## src/rtl/starsoc_params.sv

```systemverilog
// rtl/starsoc_params.sv - display timing constants and sprite renderer definitions
package starsoc_params;

    localparam logic [9:0]  H_VISIBLE = 10'd640;
    localparam logic [9:0]  H_MAX     = 10'd800;
    localparam logic [9:0]  V_VISIBLE = 10'd480;
    localparam logic [9:0]  V_MAX     = 10'd525;

    localparam logic [10:0] SPR_SIZE  = 11'd16;

    // Attributes live at 0x00-0x0F (4 per sprite), bitmap rows at 0x40-0x7F.
    localparam logic [7:0]  ATTR_BASE = 8'h00;
    localparam logic [7:0]  BMP_BASE  = 8'h40;

    localparam logic [1:0]  ATTR_X     = 2'd0;
    localparam logic [1:0]  ATTR_Y     = 2'd1;
    localparam logic [1:0]  ATTR_COLOR = 2'd2;
    localparam logic [1:0]  ATTR_EN    = 2'd3;

    typedef enum logic [3:0] {
        PREP_IDLE,
        PREP_RD0,
        PREP_CAP0,
        PREP_RD1,
        PREP_CAP1,
        PREP_RD2,
        PREP_CAP2,
        PREP_RD3,
        PREP_CAP3,
        PREP_DONE
    } prep_state_e;

endpackage

```

## src/rtl/sprite_bitmap_ram.sv

```systemverilog
// rtl/sprite_bitmap_ram.sv - 64x16 simple dual-port bitmap RAM, registered read-before-write
module sprite_bitmap_ram (
    input  logic        clk_i,
    input  logic        we_i,
    input  logic [5:0]  waddr_i,
    input  logic [15:0] wdata_i,
    input  logic        re_i,
    input  logic [5:0]  raddr_i,
    output logic [15:0] rdata_o
);

    logic [15:0] mem_q [64];
    logic [15:0] rdata_q;

    always_ff @(posedge clk_i) begin
        if (we_i) begin
            mem_q[waddr_i] <= wdata_i;
        end
        if (re_i) begin
            rdata_q <= mem_q[raddr_i];
        end
    end

    assign rdata_o = rdata_q;

endmodule

```

## src/rtl/sprite_line_renderer.sv

```systemverilog
// rtl/sprite_line_renderer.sv - four 16x16 1-bpp sprites composited over a background colour
module sprite_line_renderer
    import starsoc_params::*;
#(
    parameter int          N_SPRITES = 4,
    parameter logic [11:0] BG_COLOR  = 12'h000
) (
    input  logic        pixel_clk,
    input  logic        reset_n,
    input  logic        vtg_ce,
    input  logic [9:0]  pixel_x,
    input  logic [9:0]  pixel_y,
    input  logic        hsync_in,
    input  logic        vsync_in,
    input  logic        video_on_in,
    input  logic        wr_en,
    input  logic [7:0]  wr_addr,
    input  logic [15:0] wr_data,
    output logic [11:0] rgb,
    output logic        hsync_out,
    output logic        vsync_out,
    output logic        video_on_out,
    output logic        line_busy
);

    localparam logic [9:0] H_LAST = H_MAX - 10'd1;
    localparam logic [9:0] V_LAST = V_MAX - 10'd1;

    logic [9:0]  x_q   [N_SPRITES];
    logic [9:0]  y_q   [N_SPRITES];
    logic [11:0] col_q [N_SPRITES];
    logic        en_q  [N_SPRITES];

    logic attr_we;
    logic bmp_we;

    assign attr_we = wr_en && (wr_addr[7:4] == ATTR_BASE[7:4]);
    assign bmp_we  = wr_en && (wr_addr[7:6] == BMP_BASE[7:6]);

    // Register writes ignore vtg_ce so the CPU is never stalled by the pixel rate.
    always_ff @(posedge pixel_clk or negedge reset_n) begin
        if (!reset_n) begin
            for (int i = 0; i < N_SPRITES; i++) begin
                x_q[i]   <= '0;
                y_q[i]   <= '0;
                col_q[i] <= '0;
                en_q[i]  <= 1'b0;
            end
        end else if (attr_we) begin
            case (wr_addr[1:0])
                ATTR_X:     x_q[wr_addr[3:2]]   <= wr_data[9:0];
                ATTR_Y:     y_q[wr_addr[3:2]]   <= wr_data[9:0];
                ATTR_COLOR: col_q[wr_addr[3:2]] <= wr_data[11:0];
                default:    en_q[wr_addr[3:2]]  <= wr_data[0];
            endcase
        end
    end

    prep_state_e state_q, state_d;
    logic [9:0]  tgt_q;
    logic        miss_q;
    logic [1:0]  idx;
    logic        is_rd, is_cap;
    logic        prep_start, prep_commit;
    logic [10:0] row;
    logic        row_hit;
    logic        ram_re;
    logic [5:0]  ram_raddr;
    logic [15:0] ram_rdata;

    logic [15:0] nxt_bits_q [N_SPRITES];
    logic [9:0]  nxt_x_q    [N_SPRITES];
    logic [11:0] nxt_col_q  [N_SPRITES];
    logic [15:0] cur_bits_q [N_SPRITES];
    logic [9:0]  cur_x_q    [N_SPRITES];
    logic [11:0] cur_col_q  [N_SPRITES];

    assign prep_start  = (state_q == PREP_IDLE) && (pixel_x == H_VISIBLE);
    assign prep_commit = (state_q == PREP_DONE) && (pixel_x == H_LAST);
    assign line_busy   = (state_q != PREP_IDLE) && (state_q != PREP_DONE);

    always_comb begin
        state_d = state_q;
        idx     = 2'd0;
        is_rd   = 1'b0;
        is_cap  = 1'b0;
        case (state_q)
            PREP_IDLE: if (prep_start) state_d = PREP_RD0;
            PREP_RD0:  begin is_rd  = 1'b1; idx = 2'd0; state_d = PREP_CAP0; end
            PREP_CAP0: begin is_cap = 1'b1; idx = 2'd0; state_d = PREP_RD1;  end
            PREP_RD1:  begin is_rd  = 1'b1; idx = 2'd1; state_d = PREP_CAP1; end
            PREP_CAP1: begin is_cap = 1'b1; idx = 2'd1; state_d = PREP_RD2;  end
            PREP_RD2:  begin is_rd  = 1'b1; idx = 2'd2; state_d = PREP_CAP2; end
            PREP_CAP2: begin is_cap = 1'b1; idx = 2'd2; state_d = PREP_RD3;  end
            PREP_RD3:  begin is_rd  = 1'b1; idx = 2'd3; state_d = PREP_CAP3; end
            PREP_CAP3: begin is_cap = 1'b1; idx = 2'd3; state_d = PREP_DONE; end
            PREP_DONE: if (prep_commit) state_d = PREP_IDLE;
            default:   state_d = PREP_IDLE;
        endcase
    end

    // A negative difference sets bit 10, so one unsigned compare covers both bounds.
    assign row       = {1'b0, tgt_q} - {1'b0, y_q[idx]};
    assign row_hit   = en_q[idx] && (row < SPR_SIZE);
    assign ram_re    = vtg_ce && is_rd && row_hit;
    assign ram_raddr = {idx, row[3:0]};

    sprite_bitmap_ram u_bitmap_ram (
        .clk_i   (pixel_clk),
        .we_i    (bmp_we),
        .waddr_i (wr_addr[5:0]),
        .wdata_i (wr_data),
        .re_i    (ram_re),
        .raddr_i (ram_raddr),
        .rdata_o (ram_rdata)
    );

    always_ff @(posedge pixel_clk or negedge reset_n) begin
        if (!reset_n) begin
            state_q <= PREP_IDLE;
            tgt_q   <= '0;
            miss_q  <= 1'b0;
            for (int i = 0; i < N_SPRITES; i++) begin
                nxt_bits_q[i] <= '0;
                nxt_x_q[i]    <= '0;
                nxt_col_q[i]  <= '0;
                cur_bits_q[i] <= '0;
                cur_x_q[i]    <= '0;
                cur_col_q[i]  <= '0;
            end
        end else if (vtg_ce) begin
            state_q <= state_d;
            if (prep_start) begin
                tgt_q <= (pixel_y == V_LAST) ? 10'd0 : pixel_y + 10'd1;
            end
            if (is_rd) begin
                miss_q <= !row_hit;
            end
            if (is_cap) begin
                nxt_bits_q[idx] <= miss_q ? 16'h0000 : ram_rdata;
                nxt_x_q[idx]    <= x_q[idx];
                nxt_col_q[idx]  <= col_q[idx];
            end
            if (prep_commit) begin
                for (int i = 0; i < N_SPRITES; i++) begin
                    cur_bits_q[i] <= nxt_bits_q[i];
                    cur_x_q[i]    <= nxt_x_q[i];
                    cur_col_q[i]  <= nxt_col_q[i];
                end
            end
        end
    end

    logic [9:0]  px1_q;
    logic        hs1_q, vs1_q, vo1_q;
    logic [11:0] rgb_q;
    logic        hs2_q, vs2_q, vo2_q;
    logic [10:0] dx [N_SPRITES];
    logic [N_SPRITES-1:0] hit;
    logic [11:0] pix_col;

    // Scan from the highest index down so the lowest-index hit overrides.
    always_comb begin
        dx      = '{default: '0};
        hit     = '0;
        pix_col = BG_COLOR;
        for (int i = N_SPRITES - 1; i >= 0; i--) begin
            dx[i]  = {1'b0, px1_q} - {1'b0, cur_x_q[i]};
            hit[i] = (dx[i] < SPR_SIZE) && cur_bits_q[i][4'd15 - dx[i][3:0]];
            if (hit[i]) begin
                pix_col = cur_col_q[i];
            end
        end
    end

    always_ff @(posedge pixel_clk or negedge reset_n) begin
        if (!reset_n) begin
            px1_q <= '0;
            hs1_q <= 1'b0;
            vs1_q <= 1'b0;
            vo1_q <= 1'b0;
            rgb_q <= '0;
            hs2_q <= 1'b0;
            vs2_q <= 1'b0;
            vo2_q <= 1'b0;
        end else if (vtg_ce) begin
            px1_q <= pixel_x;
            hs1_q <= hsync_in;
            vs1_q <= vsync_in;
            vo1_q <= video_on_in;
            rgb_q <= vo1_q ? pix_col : 12'h000;
            hs2_q <= hs1_q;
            vs2_q <= vs1_q;
            vo2_q <= vo1_q;
        end
    end

    assign rgb          = rgb_q;
    assign hsync_out    = hs2_q;
    assign vsync_out    = vs2_q;
    assign video_on_out = vo2_q;

endmodule

```

## config.mk

```make
export PLATFORM = sky130hd
export DESIGN_NAME = sprite_line_renderer
export DESIGN_NICKNAME = d
export VERILOG_FILES = /design/src/rtl/starsoc_params.sv /design/src/rtl/sprite_bitmap_ram.sv /design/src/rtl/sprite_line_renderer.sv
export SDC_FILE = /design/constraint.sdc
export NUM_CORES = 2
export LEC_CHECK = 0
export ABC_AREA = 1
export ABC_CLOCK_PERIOD_IN_PS = 6300
export BUFFER_PORTS_ARGS = -buffer_cell sky130_fd_sc_hd__buf_2
export CORE_MARGIN = 2
export CORE_UTILIZATION = 45
export DETAILED_ROUTE_END_ITERATION = 8
export GPL_TIMING_DRIVEN = 1
export PLACE_DENSITY = 0.71
export SYNTH_ARGS = -nofsm -noshare
export SYNTH_HDL_FRONTEND = slang
export SYNTH_SLANG_ARGS = --single-unit
```

## constraint.sdc

```tcl
create_clock -name pixel_clk -period 6.3 [get_ports pixel_clk]
set_input_delay 1.89 -clock pixel_clk [delete_from_list [all_inputs] [get_ports pixel_clk]]
set_output_delay 1.89 -clock pixel_clk [all_outputs]
set_load 0.01 [all_outputs]
```

==> impl_metrics.tcl <==
set metrics [dict create \
    crit_chain "nor2_1, nand2_1, nand2_2, buf_4, inv_2, nor2_1, nor3_1, ha_4, fa_4, xnor2_2, inv_4, buf_4, o221ai_1, a21oi_1, o221ai_1" \
    cts_max_path_buffers 3 \
    cts_resized 0 \
    netlist_instances 5824 \
    worstHoldPathType "reg2reg" \
    tritoncts "built" \
    ys_seq_area_share_pct 67.4 \
    clkTransAtPathRegs_ns 0.06 \
    pre_cts_slack_ns 1.32 \
    post-dp-hpwl_mm 102 \
    antenna_found_initial 4 \
    cpPeakStageDelay_ns 0.56 \
    cts_sinks 1519 \
    overflow 0 \
    p_per_area_nw_per_um2 452 \
    slew_headroom_pct 29.4 \
    wirelength_mm 167 \
    startpoint_type "flip-flop" \
    drtIter0Drc 5504 \
    slew_violations 0 \
    synthDistinctLibCells 55 \
    critPathSlowestCell "buf_4" \
    status "finished, final reports clean" \
    vias_per_cell 5.66 \
    ctsRootBufferMaster "clkbuf_16" \
    netlist_top_cells_area "edfxtp_1 49%, dfrtp_1 19%, nand2_1 6.5%" \
    synth_edf_count 1040 \
    final_cell_area_um2 71500 \
    io_pins 67 \
    fin_setup_tns_ns 0 \
    die_w_um 381 \
    max_freq_mhz 195 \
    cts_buffers 151 \
    core-area_um2 141000 \
    routabilityCongestion 0.910 \
    worst_slack_ns 1.17 \
    synth-async-reset-ratio_pct 31.5 \
    synth.net_count 5932 \
    synth_ff_type "edfxtp_1" \
    layout.nets 5943 \
    placed_cells 7572 \
    grt_first_pass_wirelength_mm 256 \
    final_cells 7844 \
    port_buffers 66 \
    hold_violations 0 \
    drv_cap 0 \
    insertion_delay_ns 0.79 \
    yosys.area.top_type_share_pct 48.7 \
    die_area_um2 146000 \
    first_global_vias 42621 \
    skew_ns 0.0193 \
    areaGrowthSynthToFinish_pct 11.5 \
    firstDrtPassIters 6 \
    syn_area_per_cell_um2 11.0 \
    ys_seq_elements 1519 \
    h-tree-depth 4 \
    ant_nets 0 \
    drive_above_1_share_pct 8.13 \
    yosysMostFrequentCell "nand2_1" \
    synth_top_cell_by_area "edfxtp_1" \
    cp_max_fo 43 \
    worstPathArrival_ns 5.62 \
    rsz0062_at_grt "false" \
    yosys_warnings 0 \
    groute.usage.overall_pct 22.8 \
    start_util_pct 45.3 \
    grt_max_degree 259 \
    num_vias 44389 \
    ir_drop_uv 710 \
    cts_setup_buffers 0 \
    post_dp_cell_area_um2 66500 \
    worst_slew_pin_slew_ns 1.06 \
    crit_type "reg2reg" \
    synth_commonest_cells "1,106 x nand2_1, 1,040 x edfxtp_1, 795 x nor2_1" \
    wl_per_cell_um 21.3 \
    num_rows 138 \
    cts_hold_buf 0 \
    cp-end-kind "flip-flop" \
    setup_viol 0 \
    required_ns 6.79 \
    p_total_uw 32300 \
    layout_min_cycle_time_ns 5.13 \
    leakage_uw 0.0271 \
    synth_area_um2 64100 \
    post-route-period-util_pct 81.4 \
    fp.dieH_um 381 \
    drcViolationCount 0 \
]
area by class of cell:
cell class                      count  area, um^2
Sequential cell                  1519       43200
Inverter                          395        1500
Fill cell                       12050       69900
Clock inverter                     62         782
Timing Repair Buffer              205        1580
Antenna cell                        1        2.50
Clock buffer                      209        4250
Tap cell                         1890        2360
Multi-Input combinational cell   3563       17800
layout by cell type (no fill, tap or decap), types with 17 or more instances in the layout:
cell type  instances
nand2_1         1105
clkinv_1          18
clkbuf_1          35
o21ai_0          749
clkbuf_16        155
nand4_1           36
nor2_1           792
inv_1            385
edfxtp_1        1040
nand3_1          192
buf_4            123
a22oi_1           22
o21ai_1           50
o32ai_1          160
nand3b_1          17
a21oi_1           47
dfrtp_1          479
mux2i_1           96
ha_1              51
o221ai_1          49
buf_2             65
o22ai_1           98
logic make-up after synthesis:
logic type | share of synthesized area [%]
xor+xnor | 0.271
simple gates | 13.5
mux | 1.50
buf+inv | 4.94
flops | 67.4
compound gates | 11.2
fa+ha+maj | 1.17
worst max-delay path: cells and delay by family, from the launching register on:
kind / cells / cell delay [ns]
AO/OA/AOI/OAI: 3 / 0.86
flip-flops: 1 / 0.46
adder cells (fa/ha/maj): 2 / 0.67
XOR/XNOR: 1 / 0.22
buffers and inverters: 4 / 1.74
AND/OR/NAND/NOR: 5 / 0.80
state kept, by name (all words and copies together) (netlist names), 48 cells and up:
| register | flops |
|---|---|
| nxt_col_q | 48 |
| cur_col_q | 48 |
| cur_bits_q | 64 |
| col_q | 48 |
| nxt_bits_q | 64 |
| u_bitmap_ram.mem_q | 1024 |
final timing paths:
kind                                                endpoint  slack, ns  cells past startpoint                      from
setup / recovery           u_bitmap_ram.rdata_o[1]$_DFFE_PP_       1.17                     15    state_q[3]$_DFFE_PN0P_
hold / removal                      video_on_out$_DFFE_PN0P_       0.47                      2  video_on_out$_DFFE_PN0P_
setup reg to reg           u_bitmap_ram.rdata_o[1]$_DFFE_PP_       1.17                     15    state_q[3]$_DFFE_PN0P_
hold reg to reg                     video_on_out$_DFFE_PN0P_       0.47                      2  video_on_out$_DFFE_PN0P_
max in group asynchronous                y_q[14]$_DFFE_PN0P_       4.01                      2                   reset_n
min in group asynchronous               tgt_q[7]$_DFFE_PN0P_       1.12                      1                   reset_n
power breakdown:
part	switching (uW)	leakage [uW]	internal (uW)
sequential	158	0.0158	11200
clock	3850	0.00245	5290
combinational	8520	0.00881	3310
through the flow:
step | utilization, % | hold WS [ns]
2_1_floorplan | - | 0.442
3_3_place_gp | 47.0 | 0.448
3_5_place_dp | 47.0 | 0.456
4_1_cts | 50.6 | 0.474
5_1_grt | 50.6 | 0.495
6_report | 50.6 | 0.470
routing by layer:
metal  part of all wire [%]  wire length [um]  vias to the layer above  global-route usage [%]
met5                  0.023                38                        -                       0
met4                    3.3              5510                        6                    8.32
met3                    8.9             14900                      312                    4.15
met2                     47             79400                     1986                    36.8
met1                     40             67500                    21815                    30.8
li1                       -                 -                    20270                       -
No activity file was read; power rests on OpenSTA's default activity.
